**config.mk**
```make
export PLATFORM = sky130hd
export DESIGN_NAME = fetch_queue_flat
export DESIGN_NICKNAME = d
export VERILOG_FILES = /design/src/rtl/fetch_queue_if.sv /design/src/rtl/fetch_queue.sv /design/src/flat_wrapper.sv
export SDC_FILE = /design/constraint.sdc
export NUM_CORES = 1
export LEC_CHECK = 0
export BUFFER_PORTS_ARGS = -buffer_cell sky130_fd_sc_hd__buf_2
export CAP_MARGIN = 20
export CORE_MARGIN = 2
export CORE_UTILIZATION = 50
export DETAILED_ROUTE_END_ITERATION = 6
export PLACE_DENSITY = 0.76
export SLEW_MARGIN = 20
export SYNTH_ARGS = -nofsm -noshare
export SYNTH_HDL_FRONTEND = slang
export SYNTH_SLANG_ARGS = --single-unit
```
**constraint.sdc**
```tcl
create_clock -name clk -period 5.5 [get_ports clk]
set_input_delay 0.825 -clock clk [delete_from_list [all_inputs] [get_ports clk]]
set_output_delay 0.825 -clock clk [all_outputs]
set_load 0.01 [all_outputs]
```
**src/rtl/fetch_queue_if.sv**
```systemverilog
// Fetch front-end bus: RAM request/response, redirect and decode handshake.
// slave = fetch_queue side, master = RAMs/decode side.
interface fetch_queue_if #(
    parameter int XLEN  = 32,
    parameter int DEPTH = 4
);
    localparam int OW = $clog2(DEPTH + 1);

    logic [XLEN-1:0] fetch_adr;
    logic            fetch_req;
    logic [XLEN-1:0] bios_instr;
    logic [XLEN-1:0] imem_instr;
    logic            redirect_valid;
    logic [XLEN-1:0] redirect_pc;
    logic            deq_ready;
    logic            out_valid;
    logic [XLEN-1:0] out_instr;
    logic [XLEN-1:0] out_pc_plus4;
    logic [OW-1:0]   occupancy;
    logic            misalign_err;
    logic [31:0]     bubble_cnt;

    modport slave (
        output fetch_adr, fetch_req,
        input  bios_instr, imem_instr,
        input  redirect_valid, redirect_pc, deq_ready,
        output out_valid, out_instr, out_pc_plus4,
        output occupancy, misalign_err, bubble_cnt
    );

    modport master (
        input  fetch_adr, fetch_req,
        output bios_instr, imem_instr,
        output redirect_valid, redirect_pc, deq_ready,
        input  out_valid, out_instr, out_pc_plus4,
        input  occupancy, misalign_err, bubble_cnt
    );
endinterface

```
**src/rtl/fetch_queue.sv**
```systemverilog
// Instruction-fetch front end: owns the PC, reads BIOS/IMEM (1-cycle RAMs),
// buffers responses in a DEPTH-entry FIFO drained by decode.
// Ports: clk, rst (sync, active-high), bus (fetch_queue_if.slave):
//   fetch_adr/fetch_req out, bios_instr/imem_instr in, redirect_valid/pc in,
//   deq_ready in, out_valid/out_instr/out_pc_plus4 out, occupancy out,
//   misalign_err (sticky) out, bubble_cnt (saturating) out.
module fetch_queue #(
    parameter int              XLEN      = 32,
    parameter int              DEPTH     = 4,
    parameter logic [XLEN-1:0] RESET_PC  = 32'h4000_0000,
    parameter logic [XLEN-1:0] NOP_INSTR = 32'h0000_0013
) (
    input logic          clk,
    input logic          rst,
    fetch_queue_if.slave bus
);
    localparam int AW = $clog2(DEPTH);
    localparam int OW = $clog2(DEPTH + 1);
    localparam int CW = OW + 2;

    logic [XLEN-1:0] r_pc;
    logic [XLEN-1:0] r_req_pc;
    logic            r_inflight;
    logic [XLEN-1:0] r_instr_mem [DEPTH];
    logic [XLEN-1:0] r_pc4_mem   [DEPTH];
    logic [AW-1:0]   r_rptr;
    logic [AW-1:0]   r_wptr;
    logic [OW-1:0]   r_occ;
    logic            r_mis;
    logic [31:0]     r_bub;

    logic            w_enq;
    logic            w_deq;
    logic            w_req;
    logic [CW-1:0]   w_credit;
    logic [XLEN-1:0] w_resp;

    assign w_enq = r_inflight && !bus.redirect_valid;
    assign w_deq = (r_occ != '0) && bus.deq_ready;

    // Slots committed: stored + in flight + landing now - leaving now.
    assign w_credit = CW'(r_occ) + CW'(r_inflight)
                    + CW'(w_enq) - CW'(w_deq);

    assign w_req = !rst && !bus.redirect_valid
                && (w_credit < CW'(DEPTH));

    // Region of the request that is returning this cycle.
    always_comb begin
        w_resp = NOP_INSTR;
        unique case (r_req_pc[31:28])
            4'h4:       w_resp = bus.bios_instr;
            4'h1, 4'h2: w_resp = bus.imem_instr;
            default:    w_resp = NOP_INSTR;
        endcase
    end

    always_ff @(posedge clk) begin
        if (rst) begin
            r_pc       <= RESET_PC;
            r_req_pc   <= RESET_PC;
            r_inflight <= 1'b0;
            r_rptr     <= '0;
            r_wptr     <= '0;
            r_occ      <= '0;
            r_mis      <= 1'b0;
            r_bub      <= '0;
        end else begin
            if (r_occ == '0 && r_bub != 32'hFFFF_FFFF)
                r_bub <= r_bub + 32'd1;
            if (bus.redirect_valid) begin
                // Redirect beats any enqueue/dequeue this cycle.
                r_rptr     <= '0;
                r_wptr     <= '0;
                r_occ      <= '0;
                r_inflight <= 1'b0;
                r_pc       <= {bus.redirect_pc[XLEN-1:2], 2'b00};
                if (bus.redirect_pc[1:0] != 2'b00)
                    r_mis <= 1'b1;
            end else begin
                r_inflight <= w_req;
                if (w_req) begin
                    r_pc     <= r_pc + XLEN'(4);
                    r_req_pc <= r_pc;
                end
                if (w_enq)
                    r_wptr <= r_wptr + AW'(1);
                if (w_deq)
                    r_rptr <= r_rptr + AW'(1);
                r_occ <= r_occ + OW'(w_enq) - OW'(w_deq);
            end
        end
    end

    // Storage needs no reset; r_occ qualifies every read.
    always_ff @(posedge clk) begin
        if (!rst && w_enq) begin
            r_instr_mem[r_wptr] <= w_resp;
            r_pc4_mem[r_wptr]   <= r_req_pc + XLEN'(4);
        end
    end

    assign bus.fetch_adr    = r_pc;
    assign bus.fetch_req    = w_req;
    assign bus.out_valid    = (r_occ != '0);
    assign bus.out_instr    = r_instr_mem[r_rptr];
    assign bus.out_pc_plus4 = r_pc4_mem[r_rptr];
    assign bus.occupancy    = r_occ;
    assign bus.misalign_err = r_mis;
    assign bus.bubble_cnt   = r_bub;
endmodule

```
**src/flat_wrapper.sv**
```systemverilog
// flat-port wrapper written by rule: the top's interface ports become plain ports
module fetch_queue_flat 
#(
    parameter int              XLEN      = 32,
    parameter int              DEPTH     = 4,
    parameter logic [XLEN-1:0] RESET_PC  = 32'h4000_0000,
    parameter logic [XLEN-1:0] NOP_INSTR = 32'h0000_0013
)
  (clk, rst, bus_fetch_adr, bus_fetch_req, bus_bios_instr, bus_imem_instr, bus_redirect_valid, bus_redirect_pc, bus_deq_ready, bus_out_valid, bus_out_instr, bus_out_pc_plus4, bus_occupancy, bus_misalign_err, bus_bubble_cnt);
  fetch_queue_if #(.XLEN(XLEN), .DEPTH(DEPTH)) bus_i ();
  input logic clk;
  input logic rst;
  output wire logic [$bits(bus_i.fetch_adr)-1:0] bus_fetch_adr;
  output wire logic [$bits(bus_i.fetch_req)-1:0] bus_fetch_req;
  input wire logic [$bits(bus_i.bios_instr)-1:0] bus_bios_instr;
  input wire logic [$bits(bus_i.imem_instr)-1:0] bus_imem_instr;
  input wire logic [$bits(bus_i.redirect_valid)-1:0] bus_redirect_valid;
  input wire logic [$bits(bus_i.redirect_pc)-1:0] bus_redirect_pc;
  input wire logic [$bits(bus_i.deq_ready)-1:0] bus_deq_ready;
  output wire logic [$bits(bus_i.out_valid)-1:0] bus_out_valid;
  output wire logic [$bits(bus_i.out_instr)-1:0] bus_out_instr;
  output wire logic [$bits(bus_i.out_pc_plus4)-1:0] bus_out_pc_plus4;
  output wire logic [$bits(bus_i.occupancy)-1:0] bus_occupancy;
  output wire logic [$bits(bus_i.misalign_err)-1:0] bus_misalign_err;
  output wire logic [$bits(bus_i.bubble_cnt)-1:0] bus_bubble_cnt;
  assign bus_fetch_adr = bus_i.fetch_adr;
  assign bus_fetch_req = bus_i.fetch_req;
  assign bus_i.bios_instr = bus_bios_instr;
  assign bus_i.imem_instr = bus_imem_instr;
  assign bus_i.redirect_valid = bus_redirect_valid;
  assign bus_i.redirect_pc = bus_redirect_pc;
  assign bus_i.deq_ready = bus_deq_ready;
  assign bus_out_valid = bus_i.out_valid;
  assign bus_out_instr = bus_i.out_instr;
  assign bus_out_pc_plus4 = bus_i.out_pc_plus4;
  assign bus_occupancy = bus_i.occupancy;
  assign bus_misalign_err = bus_i.misalign_err;
  assign bus_bubble_cnt = bus_i.bubble_cnt;
  fetch_queue #(.XLEN(XLEN), .DEPTH(DEPTH), .RESET_PC(RESET_PC), .NOP_INSTR(NOP_INSTR)) u_core (.clk(clk), .rst(rst), .bus(bus_i));
endmodule
```
=== Word level (Yosys, flattened, before mapping) ===
Memory sizes are Yosys's and may differ from the RTL's. A register that Yosys moved wholly into a read port is not among the register bits.
Index checks and enable logic that the tools add are counted.

* RAM bits: 256
* Bits of input ports: 100
* Memories: 2
* Output and inout bits: 134
* Logic and storage cells: 52
* Register bits after elaboration: 105

* Bitwise operators: 1
* Add/subtract/negate cells: 10
* Muxes and demuxes: 9
* Reductions and logical operators: 16
* Magnitude comparators: 1
* Equal/unequal tests: 4

{| class="wikitable"
|+ Memories
! memory !! words !! width !! rd ports !! clocked after memory_dff !! write ports !! RTL line !! text
|-
| u_core.r_instr_mem || 4 || 32 || 1 || 1 || 1 || fetch_queue.sv:24 || <nowiki>logic [XLEN-1:0] r_instr_mem [DEPTH];</nowiki>
|-
| u_core.r_pc4_mem || 4 || 32 || 1 || 1 || 1 || fetch_queue.sv:25 || <nowiki>logic [XLEN-1:0] r_pc4_mem [DEPTH];</nowiki>
|}

{| class="wikitable"
|+ Operator list
! cell !! count
|-
| adder 32 x 3 -> 32 bit, second input constant || 2
|-
| 2-to-1 mux 32 bit || 2
|-
| one-hot mux 32 bit (2 select lines) || 1
|-
| adder 32 x 1 -> 32 bit, second input constant || 1
|-
| != test 32 bit, second input constant || 1
|-
| 2-to-1 mux 2 bit || 4
|-
| logical AND 1 bit || 6
|-
| adder 5 x 1 -> 5 bit || 1
|-
| < comparator 5 x 3 -> 1 bit, second input constant || 1
|-
| subtractor 5 x 1 -> 5 bit || 1
|-
| adder 2 x 1 -> 2 bit, second input constant || 2
|-
| adder 3 x 1 -> 4 bit || 1
|-
| equality test 4 x 1 -> 1 bit, second input constant || 1
|-
| equality test 4 x 2 -> 1 bit, second input constant || 1
|-
| equality test 4 x 3 -> 1 bit, second input constant || 1
|-
| AND reduction 2 bit || 2
|-
| nonzero test 2 bit || 2
|-
| OR reduction 2 bit || 2
|-
| adder 3 x 1 -> 3 bit || 1
|-
| logical NOT 3 bit || 1
|-
| nonzero test 3 bit || 1
|-
| subtractor 3 x 1 -> 3 bit || 1
|-
| logical NOT 1 bit || 2
|-
| 2-to-1 mux 1 bit || 2
|-
| NOT 1 bit || 1
|}

=== Depth between registers and ports, before layout ===
Gate-level depths: netlist (run 1).

* Depth in word-level cells: 8
* Depth in mapped cells: 15
* Mapped depth without buffers: 11

=== Worst setup path before layout (run 1) ===
No wires, ideal clock.

* Path type: input to output
* From: input port bus_redirect_valid
* To: output port bus_fetch_req
* Arrival time: 3.342 ns
* Path buffers: 4
* Stages: 14
* Slack: 1.333 ns
* Data required time: 4.675 ns
* Cell sequence: clkbuf_1 clkinv_1 clkbuf_1 clkbuf_1 nand2_1 ha_1 inv_1 ha_1 nand4b_2 nand2_1 o41ai_1 clkbuf_1 nand2_1 inv_1

* Longest elaborated chain between the ends: 6
* Elaborated cells between the ends (all ways): 7
* Those cells by class: 2 x add/sub; 1 x order compare; 4 x reduce/logical

{| class="wikitable"
|+ RTL lines
! item !! RTL line !! text
|-
| from (decl) || flat_wrapper.sv:17 || <nowiki>input wire logic [$bits(bus_i.redirect_valid)-1:0] bus_redirect_valid;</nowiki>
|-
| logical NOT 1 bit * || fetch_queue.sv:38, fetch_queue.sv:45 ||
|-
| logical AND 1 bit || fetch_queue.sv:38 || <nowiki>assign w_enq = r_inflight && !bus.redirect_valid;</nowiki>
|-
| adder 5 x 1 -> 5 bit || fetch_queue.sv:43 || <nowiki>+ CW'(w_enq) - CW'(w_deq);</nowiki>
|-
| subtractor 5 x 1 -> 5 bit || fetch_queue.sv:43 ||
|-
| < comparator 5 x 3 -> 1 bit || fetch_queue.sv:46 || <nowiki>&& (w_credit < CW'(DEPTH));</nowiki>
|-
| logical AND 1 bit * || fetch_queue.sv:46 ||
|-
| to (decl) || flat_wrapper.sv:14 || <nowiki>output wire logic [$bits(bus_i.fetch_req)-1:0] bus_fetch_req;</nowiki>
|}

Every way passes the cells marked *; elsewhere a longest branch is shown, timed or not.

=== Worst setup path in the final report (run 1) ===
* From: register u_core.r_occ[2], in the netlist u_core.bus.occupancy[2]
* To: output port bus_fetch_req

* Longest elaborated chain between the ends: 5
* Elaborated cells between the ends (all ways): 7
* Those cells by class: 3 x add/sub; 1 x order compare; 3 x reduce/logical

{| class="wikitable"
|+ RTL lines
! item !! RTL line !! text
|-
| from (decl) || fetch_queue.sv:28 || <nowiki>logic [OW-1:0] r_occ;</nowiki>
|-
| from (signal assigned) || fetch_queue.sv:90 || <nowiki>r_occ <= r_occ + OW'(w_enq) - OW'(w_deq);</nowiki>
|-
| nonzero test 3 bit || fetch_queue.sv:39 || <nowiki>assign w_deq = (r_occ != '0) && bus.deq_ready;</nowiki>
|-
| logical AND 1 bit || fetch_queue.sv:39 ||
|-
| net u_core.w_deq || fetch_queue.sv:33 || <nowiki>logic w_deq;</nowiki>
|-
| subtractor 5 x 1 -> 5 bit || fetch_queue.sv:43 ||
|-
| < comparator 5 x 3 -> 1 bit || fetch_queue.sv:46 ||
|-
| logical AND 1 bit || fetch_queue.sv:46 ||
|}

The timed path passes the listed nets, and every way through them passes these cells.

==> results of run 1 <==
-- worst max-delay path, delay by kind of cell, from the launching register on --
kind                       cells  cell delay [ns]
DFF                            1             0.36
adders and majority gates      2             0.44
buffers and inverters          4             0.40
and+or+nand+nor                5             0.99
AOI/OAI and AO/OA              1             0.36
-- logic make-up after synthesis --
family	share of synthesized area, %
mux	9.29
xor+xnor	2.24
fa+ha+maj	1.44
buf+inv	2.84
other cells	0.0246
compound gates	9.77
flops	62.3
simple gates	12.1
-- placed cells by master, fill, tap and decap left out, types with 4 or more instances in the layout --
cell,netlist,layout
edfxtp_1,248,248
buf_2,5,228
dfxtp_1,103,101
nand3_1,64,64
mux4_2,62,62
a21oi_1,58,58
o21ai_0,56,56
nor2_1,52,51
nand2_1,39,38
clkbuf_16,0,37
inv_1,32,32
a22o_1,29,29
nand4_1,24,24
xnor2_1,24,24
or3_1,23,23
o31ai_1,19,19
and3_1,22,18
and4_1,18,18
ha_1,16,16
buf_4,5,16
xor2_1,15,15
a311oi_1,15,15
or4_1,13,13
nor4_1,13,12
nor3_1,9,8
and2_1,7,7
nor2b_1,7,7
nand2b_1,6,6
nand3b_1,6,6
bufinv_16,0,6
clkbuf_1,57,6
nor3b_1,5,5
a31oi_1,5,5
clkinv_1,1,4
and3_2,0,4
or2_2,4,4
o31a_1,4,4
conb_1,1,4
-- area by class of cell --
| cell class | count | area [um^2] |
|---|---|---|
| multi-input cells | 668 | 5370 |
| well taps | 390 | 488 |
| clock inverters | 17 | 264 |
| flip-flops and latches | 351 | 9510 |
| inverters | 34 | 128 |
| clock buffers | 44 | 962 |
| repair buffers | 244 | 1260 |
| fillers | 2291 | 11900 |
-- stage by stage --
step,setup slack [ns],area [um^2],std cells,utilization (%)
finish,1.61,18000,1748,60.2
global route,1.45,18000,1748,60.2
CTS,1.58,18000,1748,60.2
detailed placement,1.58,16800,1687,56.1
global placement,1.72,16800,1687,56.1
floorplan,1.33,15300,1126,-
-- registers in the layout, indices dropped and copies added, names as in the netlist, named ones only --
name,count
u_core.r_rptr,2
u_core.r_inflight,1
u_core.bus.fetch_adr,30
u_core.bus.misalign_err,1
u_core.bus.bubble_cnt,32
u_core.r_pc4_mem,120
u_core.r_wptr,2
u_core.r_req_pc,30
u_core.r_instr_mem,128
u_core.bus.occupancy,3
-- routing by layer --
metal	up-vias	routed length, um	GRT usage, %
met1	5306	15800	31.7
met3	57	3060	3.86
met5	-	0	0
met2	501	17100	36.5
met4	0	896	6.40
li1	4853	-	-
-- power by group through the flow --
stage / Combinational (W) / Sequential (W) / Clock [W]
floorplan: 0.000327 / 0.00302 / 0
global placement: 0.000492 / 0.00304 / 0
detailed placement: 0.000510 / 0.00304 / 0
CTS: 0.000515 / 0.00298 / 0.00256
global route: 0.000562 / 0.00299 / 0.00266
finish: 0.000518 / 0.00299 / 0.00252
-- final timing paths --
check                                from                        to  slack, ns  cells past startpoint
hold reg to reg   u_core.bus.misalign_err   u_core.bus.misalign_err       0.46                      2
setup / recovery  u_core.bus.occupancy[2]             bus_fetch_req       1.61                     12
hold / removal    u_core.bus.misalign_err   u_core.bus.misalign_err       0.46                      2
setup reg to reg        u_core.r_inflight  u_core.bus.fetch_adr[29]       1.88                     10
==> results.py, run 1 <==
metrics = {
    "synthesis": {
        "ys_warn_count": 0,
        "synthFlopType": "edfxtp_1",
        "ys_seq_area_share_pct": 62.3,
        "syn_area_mm2": 0.0153,
        "yosysMostFrequentCell": "edfxtp_1",
        "synth-seq-cells": 351,
        "syn_avg_cell_area_um2": 13.6,
        "synth.area.top_cells": "edfxtp_1, dfxtp_1, mux4_2",
        "synth_edf_count": 248,
        "synthTopCellsByCount": "edfxtp_1, dfxtp_1, nand3_1, mux4_2, a21oi_1",
        "synth.top_cell.area_share_pct": 48.8,
        "synthArstFlopShare_pct": 0,
        "synth.distinct_cells": 70,
        "syn_inst": 1123,
        "yosysTopAreaCell": "edfxtp_1",
    },
    "power_and_ir_drop": {
        "irDropWorstVdd_mv": 0.200,
        "total_power_w": 0.00603,
        "p_sw_w": 0.00139,
        "seqPwrFrac_pct": 49.5,
        "power_leakage_nw": 6.31,
        "switching_share_pct": 23.0,
        "clockPowerShare_pct": 41.9,
        "p_int_w": 0.00464,
        "p_per_area_mw_per_mm2": 335,
        "pwr-share-comb_pct": 8.6,
    },
    "timing": {
        "max_slew.worst_pin.slew_ns": 0.964,
        "setup_viol": 0,
        "clock.fmax_mhz": 257,
        "fin_skew_ns": 0.00963,
        "tns_ns": 0,
        "slew_headroom_pct": 35.8,
        "drv_slew": 0,
        "fin_crit_ns": 3.89,
        "hold_ws_ns": 0.460,
        "fin_crit_sh_pct": 70.7,
        "rsz0062_at_grt": "false",
        "hold_viol": 0,
    },
    "clock_network": {
        "cts_hold_buf": 0,
        "cts_max_level": 2,
        "numClockSinks": 351,
        "clock_path_buffers": 3,
        "post_cts_buffers": 0,
        "cts.root.buffer_cell": "clkbuf_16",
        "clock_latency_ns": 0.51,
        "cts_resized": 0,
        "cts_tree": "done",
        "clk_pin_slew_ns": 0.06,
        "cts_buffers": 37,
    },
    "final_layout": {
        "syn2layout_area_growth_pct": 17.8,
        "layout-drive-gt1-share_pct": 28.6,
        "nNetsFinal": 1453,
        "diodes": 0,
    },
    "critical_path": {
        "cp_slowest_cell": "dfxtp_1",
        "path_max_fanout": 8,
        "cp-start-kind": "flop",
        "required_ns": 4.68,
        "criticalPathCategory": "reg -> out",
        "end_kind": "output pin",
        "cp_cell_sequence": "nor3_2 -> inv_2 -> and2_1 -> ha_1 -> inv_1 -> ha_1 -> nand4b_2 -> nand2_1 -> o41ai_2 -> nand2_1 -> inv_1 -> buf_2",
        "crit_arrival_ns": 3.06,
        "slowest_delay_ns": 0.36,
    },
    "die": {
        "start_util_pct": 51.1,
        "core_area_mm2": 0.0299,
        "rows": 63,
        "die_h_um": 179,
        "die_area_mm2": 0.0319,
        "ios": 234,
        "dieWidth_um": 179,
    },
    "grt": {
        "grt_first_pass_wirelength_um": 55800,
        "grt_max_degree": 89,
        "grt_pass1_vias": 10100,
        "grt-ovfl-total": 0,
        "antenna_found_initial": 0,
        "grt_usage_pct": 22.6,
    },
    "place": {
        "dpl.hpwl_um": 23700,
        "port_buffers": 229,
        "gp_congestion": 0.853,
    },
    "routing": {
        "wl_per_cell_um": 21.1,
        "ant_nets": 0,
        "vias_per_cell": 6.13,
        "first_pass_iters": 5,
        "routed_wl_um": 36900,
        "vias": 10700,
        "drt_iter0_drc": 1101,
        "drc": 0,
    },
    "outcome": {
        "status": "completed",
    },
    "job": {
        "timing.max_cap.violations": 0,
    },
    "hold_path": {
        "hold_path_class": "reg -> reg",
    },
}
Note: power is estimated with default switching activity, not from simulation.
==> run 2, diff against run 1 <==
--- a/config.mk
+++ b/config.mk
@@ -5,12 +5,13 @@
 export SDC_FILE = /design/constraint.sdc
 export NUM_CORES = 1
 export LEC_CHECK = 0
+export ABC_AREA = 1
 export BUFFER_PORTS_ARGS = -buffer_cell sky130_fd_sc_hd__buf_2
 export CAP_MARGIN = 20
 export CORE_MARGIN = 2
 export CORE_UTILIZATION = 50
 export DETAILED_ROUTE_END_ITERATION = 6
-export PLACE_DENSITY = 0.76
+export PLACE_DENSITY = 0.75
 export SLEW_MARGIN = 20
 export SYNTH_ARGS = -nofsm -noshare
 export SYNTH_HDL_FRONTEND = slang
==> constraint.sdc (replaced) <==
create_clock -name clk -period 3.7 [get_ports clk]
set_input_delay 0.555 -clock clk [delete_from_list [all_inputs] [get_ports clk]]
set_output_delay 0.555 -clock clk [all_outputs]
set_load 0.01 [all_outputs]
==> results.py, run 2 <==
metrics = {
    "die": {
        "die_area_mm2": 0.0338,
        "core_area_mm2": 0.0317,
        "rows": 65,
        "dieWidth_um": 184,
        "ios": 234,
        "start_util_pct": 51.0,
        "die_h_um": 184,
    },
    "timing": {
        "fin_skew_ns": 0.0223,
        "setup_viol": 0,
        "fin_crit_ns": 3.46,
        "hold_viol": 0,
        "drv_slew": 0,
        "fin_crit_sh_pct": 93.5,
        "rsz0062_at_grt": "false",
        "clock.fmax_mhz": 289,
        "max_slew.worst_pin.slew_ns": 0.864,
        "slew_headroom_pct": 42.3,
    },
    "outcome": {
        "status": "completed",
    },
    "routing": {
        "vias_per_cell": 5.50,
        "routed_wl_um": 40300,
        "drt_iter0_drc": 1000,
        "wl_per_cell_um": 17.0,
        "drc": 0,
        "vias": 13100,
        "ant_nets": 0,
        "first_pass_iters": 5,
    },
    "place": {
        "dpl.hpwl_um": 26800,
        "port_buffers": 229,
        "place_inst": 2312,
        "gp_congestion": 0.947,
    },
    "grt": {
        "grt_pass1_vias": 12100,
        "grt-ovfl-total": 0,
        "grt_first_pass_wirelength_um": 62500,
        "antenna_found_initial": 0,
        "grt_usage_pct": 23.2,
        "grt_max_degree": 117,
    },
    "final_layout": {
        "layout_commonest_cell": "nand2_1",
        "regMostFlops": "u_core.r_instr_mem",
        "diodes": 0,
        "largest_reg_flops": 128,
        "nNetsFinal": 2066,
        "syn2layout_area_growth_pct": 16.3,
        "fin_cells": 2377,
        "final_cell_mix": "nand2_1, nor2_1, edfxtp_1",
        "layout-drive-gt1-share_pct": 16.8,
        "multi_input_area_mm2": 0.00592,
        "fin_util_pct": 59.2,
        "layout.area.seq_mm2": 0.00951,
        "fill_cells": 2721,
    },
    "synthesis": {
        "yosysMostFrequentCell": "nand2_1",
        "ys_warn_count": 0,
        "syn_avg_cell_area_um2": 9.27,
        "synth-seq-cells": 351,
        "syn_inst": 1743,
        "yosysTopAreaCell": "edfxtp_1",
        "synth.area.top_cells": "edfxtp_1, dfxtp_1, nand2_1",
        "synth_edf_count": 248,
        "syn_area_mm2": 0.0162,
        "synthArstFlopShare_pct": 0,
        "synthFlopType": "edfxtp_1",
        "synth.distinct_cells": 37,
        "ys_seq_area_share_pct": 58.8,
        "synth.top_cell.area_share_pct": 46.1,
        "synthTopCellsByCount": "nand2_1, nor2_1, edfxtp_1, o21ai_0, dfxtp_1",
    },
    "critical_path": {
        "r2r_slack_ns": 0.51,
        "r2r-start": "u_core.bus.occupancy[2]",
        "criticalPathCategory": "reg -> out",
        "crit_end": "bus_fetch_req",
        "crit_start": "u_core.bus.occupancy[2]",
        "path_max_fanout": 6,
        "crit_arrival_ns": 2.91,
        "r2r_cells": 18,
        "required_ns": 3.14,
        "cp-start-kind": "flop",
        "worst_r2r_endpoint": "u_core.bus.fetch_adr[20]",
        "end_kind": "output pin",
    },
    "power_and_ir_drop": {
        "p_int_w": 0.00693,
        "switching_share_pct": 26.0,
        "total_power_w": 0.00936,
        "p_per_area_mw_per_mm2": 498,
        "clockPowerShare_pct": 37.8,
        "seqPwrFrac_pct": 50.0,
        "pwr-share-comb_pct": 12.3,
        "irDropWorstVdd_mv": 0.326,
        "power_leakage_nw": 7.11,
        "p_sw_w": 0.00243,
    },
    "clock_network": {
        "cts_resized": 0,
        "clock_latency_ns": 0.53,
        "clock_path_buffers": 3,
        "cts_tree": "done",
        "cts.root.buffer_cell": "clkbuf_16",
        "cts_hold_buf": 0,
        "post_cts_buffers": 0,
        "cts_max_level": 2,
        "numClockSinks": 351,
        "cts_buffers": 37,
        "clk_pin_slew_ns": 0.06,
    },
    "job": {
        "timing.max_cap.violations": 0,
    },
    "hold_path": {
        "hold_path_class": "in -> reg",
    },
}
## run 2: changes by cell type after synthesis, moves of 62 or more
cell / delta
nand2_1: +329
nor2_1: +210
o21ai_0: +122
inv_1: +65
mux4_2: -62
o22ai_1: +62
## run 2: stage by stage
step / hold WS, ns / worst slack [ns] / TNS [ns] / instance area [um^2]
floorplan: 0.436 / -0.401 / -99.47 / 16200
global placement: 0.435 / 0.657 / 0 / 17600
detailed placement: 0.441 / 0.567 / 0 / 17600
CTS: 0.300 / 0.208 / 0 / 18800
global route: 0.325 / 0.0230 / 0 / 18800
finish: 0.298 / 0.240 / 0 / 18800
## run 2: cells by family after synthesis
logic type | synth area share [%]
AOI/OAI and AO/OA | 12.2
xor gates and xnor gates | 2.87
adders and majority gates | 1.36
buffers and inverters | 4.88
DFF | 58.8
other | 0.0232
and+or+nand+nor | 19.8
## run 2: worst max-delay path, cell delays in order (launching register included)
cell and delay [ns]:
dfxtp_1 0.34, nor3_1 0.38, inv_1 0.10, nand2_1 0.08, inv_1 0.09, ha_1 0.21, inv_1 0.06, ha_1 0.23
nand3_1 0.11, nand2_1 0.08, nand3_1 0.10, nand2_1 0.06, nand2_1 0.07, nand2_1 0.06, nand2_2 0.08, clkinv_1 0.15
buf_2 0.18
## run 2: cell type report
class                   count  area share, %
clock buffers              47           5.23
clock inverters            18          0.872
inverters                 101           2.02
multi-input cells        1207           31.5
flip-flops and latches    351           50.6
well taps                 402           2.68
repair buffers            251           7.04
## run 2: layer usage
metal | track usage [%] | vias up | routed length, um
met5 | 0 | - | 0
li1 | - | 6396 | -
met3 | 4.08 | 65 | 3210
met4 | 6.40 | 0 | 841
met2 | 38.4 | 542 | 18800
met1 | 31.6 | 6082 | 17400
## run 2: power groups by stage
stage	registers (W)	logic, W	clock network (W)
after CTS	0.00467	0.00114	0.00360
final	0.00468	0.00115	0.00354
after global placement	0.00475	0.00109	0
after floorplan	0.00472	0.000763	0
after detailed placement	0.00476	0.00113	0
after global routing	0.00470	0.00126	0.00375
## run 2: worst min path at each step
stage | from | endpoint | slack, ns | cells past startpoint
floorplan | u_core.r_rptr[1] | flop | 0.44 | 2
global placement | u_core.bus.misalign_err | u_core.bus.misalign_err | 0.44 | 2
detailed placement | u_core.bus.misalign_err | u_core.bus.misalign_err | 0.44 | 2
CTS | bus_redirect_pc[0] | u_core.bus.misalign_err | 0.30 | 3
global route | bus_redirect_pc[0] | u_core.bus.misalign_err | 0.32 | 3
finish | bus_redirect_pc[0] | u_core.bus.misalign_err | 0.30 | 3
